<file path="config.mk">
export PLATFORM = sky130hd
export DESIGN_NAME = axi_stream_video_mux_n
export DESIGN_NICKNAME = d
export VERILOG_FILES = /design/src/rtl/video_mux_pkg.sv /design/src/rtl/axi_stream_reg_slice.sv /design/src/rtl/axi_stream_video_mux_n.sv
export SDC_FILE = /design/constraint.sdc
export NUM_CORES = 1
export LEC_CHECK = 0
export ABC_AREA = 1
export ABC_CLOCK_PERIOD_IN_PS = 5800
export BUFFER_PORTS_ARGS = -buffer_cell sky130_fd_sc_hd__buf_2
export CAP_MARGIN = 15
export CORE_MARGIN = 8
export CORE_UTILIZATION = 40
export DETAILED_ROUTE_END_ITERATION = 10
export PLACE_DENSITY = 0.84
export SETUP_SLACK_MARGIN = 0.15
export SLEW_MARGIN = 10
export SYNTH_ARGS = -nofsm -noshare
export SYNTH_HDL_FRONTEND = slang
export SYNTH_SLANG_ARGS = --single-unit
</file>
<file path="constraint.sdc">
create_clock -name axi_clk_i -period 5.8 [get_ports axi_clk_i]
set_clock_uncertainty 0.15 [all_clocks]
set_input_delay 0.87 -clock axi_clk_i [delete_from_list [all_inputs] [get_ports axi_clk_i]]
set_output_delay 0.87 -clock axi_clk_i [all_outputs]
set_load 0.02 [all_outputs]
</file>
<file path="src/rtl/video_mux_pkg.sv">
// Shared types and constants for the N-input video stream mux.
package video_mux_pkg;

    typedef enum logic {
        SEEK = 1'b0,
        PASS = 1'b1
    } mux_state_t;

    // Start-of-frame flag position within tuser.
    localparam int SOF_BIT     = 0;
    localparam int FRAME_CNT_W = 16;

endpackage

</file>
<file path="src/rtl/axi_stream_reg_slice.sv">
// One-deep registered AXI4-Stream slice carrying tdata/tlast/tuser.
// Upstream ready is combinational from downstream ready, so a continuous
// downstream ready gives one beat per cycle with one cycle of latency.
module axi_stream_reg_slice #(
    parameter int DW = 32
) (
    input  logic          clk,
    input  logic          rst,
    input  logic [DW-1:0] s_tdata,
    input  logic          s_tvalid,
    output logic          s_tready,
    input  logic          s_tlast,
    input  logic          s_tuser,
    output logic [DW-1:0] m_tdata,
    output logic          m_tvalid,
    input  logic          m_tready,
    output logic          m_tlast,
    output logic          m_tuser
);

    assign s_tready = ~m_tvalid | m_tready;

    // Load a new beat whenever the stage is empty or being emptied; hold otherwise.
    always_ff @(posedge clk) begin
        if (rst) begin
            m_tvalid <= 1'b0;
            m_tdata  <= '0;
            m_tlast  <= 1'b0;
            m_tuser  <= 1'b0;
        end else if (s_tready) begin
            m_tvalid <= s_tvalid;
            if (s_tvalid) begin
                m_tdata <= s_tdata;
                m_tlast <= s_tlast;
                m_tuser <= s_tuser;
            end
        end
    end

endmodule

</file>
<file path="src/rtl/axi_stream_video_mux_n.sv">
// N-input AXI4-Stream video mux that only changes source on a frame boundary.
//
//   state | meaning
//   ------+-----------------------------------------------------------------
//   SEEK  | no frame in progress; follow req, drop non-SOF beats, wait for SOF
//   PASS  | forwarding a frame from active_sel_o; switch away at the next SOF
module axi_stream_video_mux_n
    import video_mux_pkg::*;
#(
    parameter  int N_IN  = 4,
    parameter  int DW    = 32,
    localparam int SEL_W = $clog2(N_IN)
) (
    input  logic                   axi_clk_i,
    input  logic                   axi_rst_i,
    input  logic [N_IN*DW-1:0]     s_tdata_i,
    input  logic [N_IN-1:0]        s_tvalid_i,
    output logic [N_IN-1:0]        s_tready_o,
    input  logic [N_IN-1:0]        s_tlast_i,
    input  logic [N_IN-1:0]        s_tuser_i,
    output logic [DW-1:0]          m_tdata_o,
    output logic                   m_tvalid_o,
    input  logic                   m_tready_i,
    output logic                   m_tlast_o,
    output logic                   m_tuser_o,
    input  logic [SEL_W-1:0]       sel_i,
    input  logic                   drain_unsel_i,
    output logic [SEL_W-1:0]       active_sel_o,
    output logic                   switch_pending_o,
    output logic [FRAME_CNT_W-1:0] frame_cnt_o,
    output logic                   sel_err_o,
    input  logic                   sel_err_clr_i
);

    // One extra bit so the range check is a real compare for any N_IN.
    localparam logic [SEL_W:0] N_LIM = (SEL_W + 1)'(N_IN);

    mux_state_t              state_q;
    logic [SEL_W-1:0]        active_sel_q;
    logic [SEL_W-1:0]        req_q;
    logic [SEL_W-1:0]        req;
    logic [SEL_W-1:0]        cur;
    logic                    sel_ok;
    logic                    pending;
    logic [DW-1:0]           in_data [N_IN];
    logic [DW-1:0]           a_data;
    logic                    a_valid;
    logic                    a_last;
    logic [0:0]              a_user;
    logic                    a_sof;
    logic                    a_ready;
    logic                    fwd_valid;
    logic                    slice_ready;
    logic [FRAME_CNT_W-1:0]  frame_cnt_q;
    logic                    sel_err_q;

    // Out-of-range selects are ignored; the last good request stays in force.
    always_comb begin
        sel_ok = {1'b0, sel_i} < N_LIM;
        req    = sel_ok ? sel_i : req_q;
    end

    // In SEEK the requested input is looked at directly so a retarget takes
    // effect without waiting for active_sel_q to catch up.
    always_comb begin
        for (int k = 0; k < N_IN; k++) begin
            in_data[k] = s_tdata_i[k*DW +: DW];
        end
        cur     = (state_q == SEEK) ? req : active_sel_q;
        a_data  = in_data[cur];
        a_valid = s_tvalid_i[cur];
        a_last  = s_tlast_i[cur];
        a_user  = s_tuser_i[cur];
        a_sof   = a_user[SOF_BIT];
        pending = (state_q == PASS) && (req != active_sel_q);
    end

    // Steer the active input: drop leading non-SOF beats in SEEK, and refuse
    // the next SOF in PASS when a switch is pending so the frame ends cleanly.
    always_comb begin
        fwd_valid = 1'b0;
        a_ready   = 1'b0;
        if (state_q == SEEK) begin
            if (a_sof) begin
                fwd_valid = a_valid;
                a_ready   = slice_ready;
            end else begin
                a_ready   = 1'b1;
            end
        end else if (!(pending && a_sof)) begin
            fwd_valid = a_valid;
            a_ready   = slice_ready;
        end
    end

    // Ready fan-out: active input gets the steered ready, others drain or hold.
    always_comb begin
        for (int k = 0; k < N_IN; k++) begin
            s_tready_o[k] = (SEL_W'(k) == cur) ? a_ready : drain_unsel_i;
        end
    end

    // Frame-boundary source switching FSM.
    always_ff @(posedge axi_clk_i) begin
        if (axi_rst_i) begin
            state_q      <= SEEK;
            active_sel_q <= '0;
            req_q        <= '0;
        end else begin
            req_q <= req;
            case (state_q)
                SEEK: begin
                    active_sel_q <= req;
                    if (a_valid && a_sof && slice_ready) begin
                        state_q <= PASS;
                    end
                end
                PASS: begin
                    if (pending && a_valid && a_sof) begin
                        state_q      <= SEEK;
                        active_sel_q <= req;
                    end
                end
                default: state_q <= SEEK;
            endcase
        end
    end

    // Sticky select-error flag; a new error wins over a simultaneous clear.
    always_ff @(posedge axi_clk_i) begin
        if (axi_rst_i) begin
            sel_err_q <= 1'b0;
        end else if (!sel_ok) begin
            sel_err_q <= 1'b1;
        end else if (sel_err_clr_i) begin
            sel_err_q <= 1'b0;
        end
    end

    // Count SOF beats handed to the downstream consumer; wraps naturally.
    always_ff @(posedge axi_clk_i) begin
        if (axi_rst_i) begin
            frame_cnt_q <= '0;
        end else if (m_tvalid_o && m_tready_i && m_tuser_o) begin
            frame_cnt_q <= frame_cnt_q + 1'b1;
        end
    end

    axi_stream_reg_slice #(.DW(DW)) u_out_slice (
        .clk      (axi_clk_i),
        .rst      (axi_rst_i),
        .s_tdata  (a_data),
        .s_tvalid (fwd_valid),
        .s_tready (slice_ready),
        .s_tlast  (a_last),
        .s_tuser  (a_sof),
        .m_tdata  (m_tdata_o),
        .m_tvalid (m_tvalid_o),
        .m_tready (m_tready_i),
        .m_tlast  (m_tlast_o),
        .m_tuser  (m_tuser_o)
    );

    assign active_sel_o     = active_sel_q;
    assign switch_pending_o = pending;
    assign frame_cnt_o      = frame_cnt_q;
    assign sel_err_o        = sel_err_q;

endmodule

</file>
# Word level (Yosys, flattened, before mapping)

Cells that the tools add are included.

Memory bits (read-only): 0
Memories kept: 0
Logic and storage cells: 54
Latch bits: 0
Output and inout port bits: 59
Input port bits: 147
Bits in writable memories: 0
Bits in registers: 54

Shifts and indexed selects: 0
Add/subtract/negate cells: 1
Magnitude comparators: 2
Bitwise logic cells: 4
Eq/ne operators: 5
$mul: 0
Mux-type cells: 25
Divide/modulo/power cells: 0
Reductions and logical operators: 10

Operators by type and width:

| cell                  | count |
|---|---|
| $bmux 32 s2           | 1 |
| $mux 32               | 2 |
| $add 16x1->16 const B | 1 |
| $mux 1                | 15 |
| $logic_and 1x1->1     | 8 |
| $bmux 1 s2            | 3 |
| $eq 2x2->1 const A    | 2 |
| $mux 2                | 2 |
| $pmux 2 s2            | 1 |
| $ge 3x3->1 const B    | 1 |
| $lt 2x3->1 const B    | 1 |
| $not 2->3             | 1 |
| $eq 1x2->1 const A    | 1 |
| $logic_not 2->1       | 1 |
| $ne 2x1->1 const B    | 1 |
| $ne 2x2->1            | 1 |
| $not 1->1             | 2 |
| $pmux 1 s2            | 1 |
| $reduce_and 2->1      | 1 |
| $or 1x1->1            | 1 |

# Depth between registers and ports, before layout

Depth after elaboration: 7
Gate-level depth with buffers: 14
Depth with buffers taken out: 12

# Cells and area by module

From an unflattened synthesis, not the netlist that was laid out.

Cells, all modules: 530
Area total of the unflattened synthesis: 3613.5 um^2

By module, submodules not included:

| module                 | times used | cells an instance | seq. area each (um^2) | area an instance (um^2) |
|---|---|---|---|---|
| axi_stream_video_mux_n | 1          | 302               | 380.4                 | 1968.1 |
| axi_stream_reg_slice   | 1          | 228               | 700.7                 | 1645.3 |

# Least setup slack after synthesis

No wires, ideal clock.

Kind: input-to-output
From: input port sel_i[1]
To: output port s_tready_o[0]
Buffers on the path: 2
Required time: 4.780 ns
Data arrival time: 2.065 ns
Setup slack: 2.715 ns
Stages: 7
Path through: inv_1 > nand2_1 > nand2_2 > buf_2 > buf_2 > nand2_1 > o21ai_0

Word-level cells in the longest chain between the ends: 7
Elaborated cells on any way between the ends: 11
Those cells by class: 1 x eq/ne; 7 x mux; 3 x reduce/logical

Ends and longest elaborated chain:

| item                         | RTL line                     | source |
|---|---|---|
| start: declaration           | axi_stream_video_mux_n.sv:26 | `input logic [SEL_W-1:0] sel_i,` |
| $mux 2                       | axi_stream_video_mux_n.sv:69 | `cur = (state_q == SEEK) ? req : active_sel_q;` |
| $bmux 1 s2                   | axi_stream_video_mux_n.sv:73 | `a_user = s_tuser_i[cur];` |
| $mux 1 (not written as such) | axi_stream_video_mux_n.sv:73 |  |
| $logic_and 1x1->1            | axi_stream_video_mux_n.sv:90 | `end else if (!(pending && a_sof)) begin` |
| $mux 1                       | axi_stream_video_mux_n.sv:90 |  |
| $mux 1                       | axi_stream_video_mux_n.sv:83 | `if (state_q == SEEK) begin` |
| $mux 1 (*)                   | axi_stream_video_mux_n.sv:99 | `s_tready_o[k] = (SEL_W'(k) == cur) ? a_ready : drain_unsel_i;` |
| end: declaration             | axi_stream_video_mux_n.sv:18 | `output logic [N_IN-1:0] s_tready_o,` |

Every way passes the cells marked *; elsewhere a longest branch is shown, timed or not. The select of a mux whose other input is x is not followed.

# Worst setup path in the final report

From: input port sel_i[1]
To: output port s_tready_o[3]

Same word-level chain as after synthesis.

==> impl_metrics.toml <==
[run_status]
status = "completed"

[timing]
fmax_ghz = 0.263
tightest_slew_ps = 921
setup_ws_ps = 1990
setup_viol = 0
rsz0062_at_grt = "no"
finalSetupTns_ps = 0
period_needed_ps = 3810
max-slew-margin-rel_pct = 38.5
hold_viol = 0
final_max_slew_viol_count = 0
finalCritPeriodShare_pct = 65.7

[clocking]
cts_buffers = 5
cts_hold_buffers = 0
ctsResizeCount = 0
clock_tree.buffer_depth = 2
numClockSinks = 54
path_clk_slew_ps = 110
clk_latency_ps = 310
htreeDepth = 2
cts_root_buf = "clkbuf_8"
postCtsSetupBuffers = 0
tritoncts = "yes"

[layout]
design_area_sq_um = 4560
syn_to_final_growth_pct = 32.3
drive_gt1_share_pct = 29.3
antenna_cells = 0
nets = 914

[placement]
dpl.hpwl_mm = 9.32
port_buffers = 203
place.gp.congestion = 0.838
place_area_sq_um = 4470
dp_slack_ps = 1990

[floorplan]
start_util_pct = 40.3
fp.coreArea_sq_um = 8550
rows = 34
io_pins = 206
fp.dieW_um = 109
dieArea_sq_um = 11800
die_h_um = 109

[global_routing]
overflow = 0
grt_pass1_vias = 3939
grt_pass1_wl_mm = 19.1
grt_max_degree = 70
grtUsageTotal_pct = 19.8
grt_antenna_before_repair = 0

[worst_setup_path]
reg2reg_slack_ps = 2590
r2r-end = "u_out_slice.m_tdata[24]"
crit_fanout = 57
timing.rr.start = "state_q"
worstPathRequired_ps = 4780
path_class = "primary input to output pin"
startpoint_type = "primary input"
reg2regPathDepth = 9
critPathArrivalTime_ps = 2790
cp-end-kind = "output pin"

[synth]
synth-seq-area-share_pct = 31.3
synth_cell_types = 29
syn_inst = 585
yosysMostFrequentCell = "nand2_1"
yosys_warnings = 0
synth_seq_cells = 54
syn_area_per_cell_sq_um = 5.89
ys.flop_type = "dfxtp_1"
synth_top_area_share_pct = 31.3
synth-async-reset-ratio_pct = 0
syn_area_sq_um = 3450
synth_largest_area_cell = "dfxtp_1"
synth_area_leaders = "dfxtp_1, nand2_1, nand3_1"
synthesis.nets = 733
synth_commonest_cells = "nand2_1, nor2_1, nand3_1, dfxtp_1, inv_1"
synth_edf_count = 0

[power]
ir_drop_mv = 0.263
power-per-cell-area_nw_per_um2 = 418
p_leak_uw = 0.00244

[min_path]
hold_start = "u_out_slice.m_tdata[11]"
hold_class = "register to register"
min_path_cells = 4
whs_endpoint = "u_out_slice.m_tdata[11]"

[detailed_routing]
vias_per_cell = 4.94
initialDrtViolationCount = 288
drtAntennaViolNets = 0
route.detailed.drc = 0
dr.pass1.iters = 5
wl_mm = 12.3
wl_per_cell_um = 14.0
vias = 4319

[flow_run]
maxCapViolCount = 0
[sequential cells by signal, indices dropped and copies added (netlist names)]
signal                count
u_out_slice.m_tdata      32
frame_cnt_o              16
active_sel_o              2
state_q                   1
u_out_slice.m_tlast       1
u_out_slice.m_tuser       1
u_out_slice.m_tvalid      1
[layout by cell type (no fill, tap or decap)]
master	n
a21oi_1	18
buf_2	203
buf_4	5
clkbuf_8	5
clkinv_1	1
clkinv_4	2
conb_1	1
dfxtp_1	54
ha_1	1
inv_1	52
inv_2	2
inv_8	1
nand2_1	186
nand2_2	3
nand3_1	81
nand3b_1	5
nand4_1	36
nand4_4	1
nor2_1	88
nor2_2	2
nor2_4	1
nor3_1	3
nor3b_1	1
nor4_1	1
o21a_1	1
o21ai_0	7
o31ai_1	1
xnor2_1	2
xor2_1	3
[metrics by stage]
stage / total power, uW / hold slack, ps / instances / utilization [%]
global placement: 1690 / 332 / 867 / 52.2
detailed placement: 1700 / 347 / 867 / 52.2
global route: 2100 / 398 / 875 / 53.4
floorplan: 1380 / 419 / 585 / -
finish: 1910 / 365 / 875 / 53.4
CTS: 1940 / 366 / 875 / 53.4
[how the worst max path moves through the flow]
stage / startpoint / end / slack, ps / depth (start not counted)
global placement: sel_i[1] / s_tready_o[0] / 2000 / 11
global route: sel_i[1] / s_tready_o[1] / 1750 / 11
detailed placement: sel_i[1] / s_tready_o[3] / 1990 / 11
floorplan: sel_i[1] / s_tready_o[0] / 2710 / 7
finish: sel_i[1] / s_tready_o[3] / 1990 / 11
CTS: sel_i[1] / s_tready_o[3] / 1990 / 11
[layout make-up]
class | instances | area (sq um)
clock buffer | 5 | 68.8
clock inverter | 3 | 28.8
fill | 899 | 3990
inverter | 55 | 206
multi-input combinational | 442 | 1990
sequential | 54 | 1080
tap | 108 | 135
timing repair buffer | 208 | 1050
[per-layer routing]
metal | part of all wire [%] | up-vias | GRT usage [%] | wire length [um]
met5 | 0 | - | 0 | 0
met1 | 41 | 1900 | 24.7 | 5030
li1 | - | 2229 | - | -
met3 | 9.2 | 12 | 4.08 | 1130
met2 | 48 | 178 | 34.5 | 5940
met4 | 1.3 | 0 | 3.81 | 163
[power breakdown]
part | total (uW) | switching (uW) | internal [uW]
sequential | 558 | 66.0 | 492
combinational | 1120 | 757 | 363
clock | 230 | 140 | 90.0
[logic make-up (layout without fill, tap and decap cells)]
logic type / after synthesis / after routing / synth area share, %
AND/OR/NAND/NOR: 408 / 408 / 51.9
adder cells (fa/ha/maj): 1 / 1 / 0.363
flip-flops: 54 / 54 / 31.3
AO/OA/AOI/OAI: 27 / 27 / 4.06
XOR/XNOR: 5 / 5 / 1.27
buffers and inverters: 89 / 271 / 11.0
other: 1 / 1 / 0.109
[critical path: stages]
cell	delay (ps)
buf_2	130
inv_1	50
nand2_1	50
nand2_2	280
buf_4	530
nand2_1	140
nand2_1	150
nand2_1	120
nand2_1	170
a21oi_1	80
buf_2	170
Note: power is estimated with default switching activity, not from simulation.
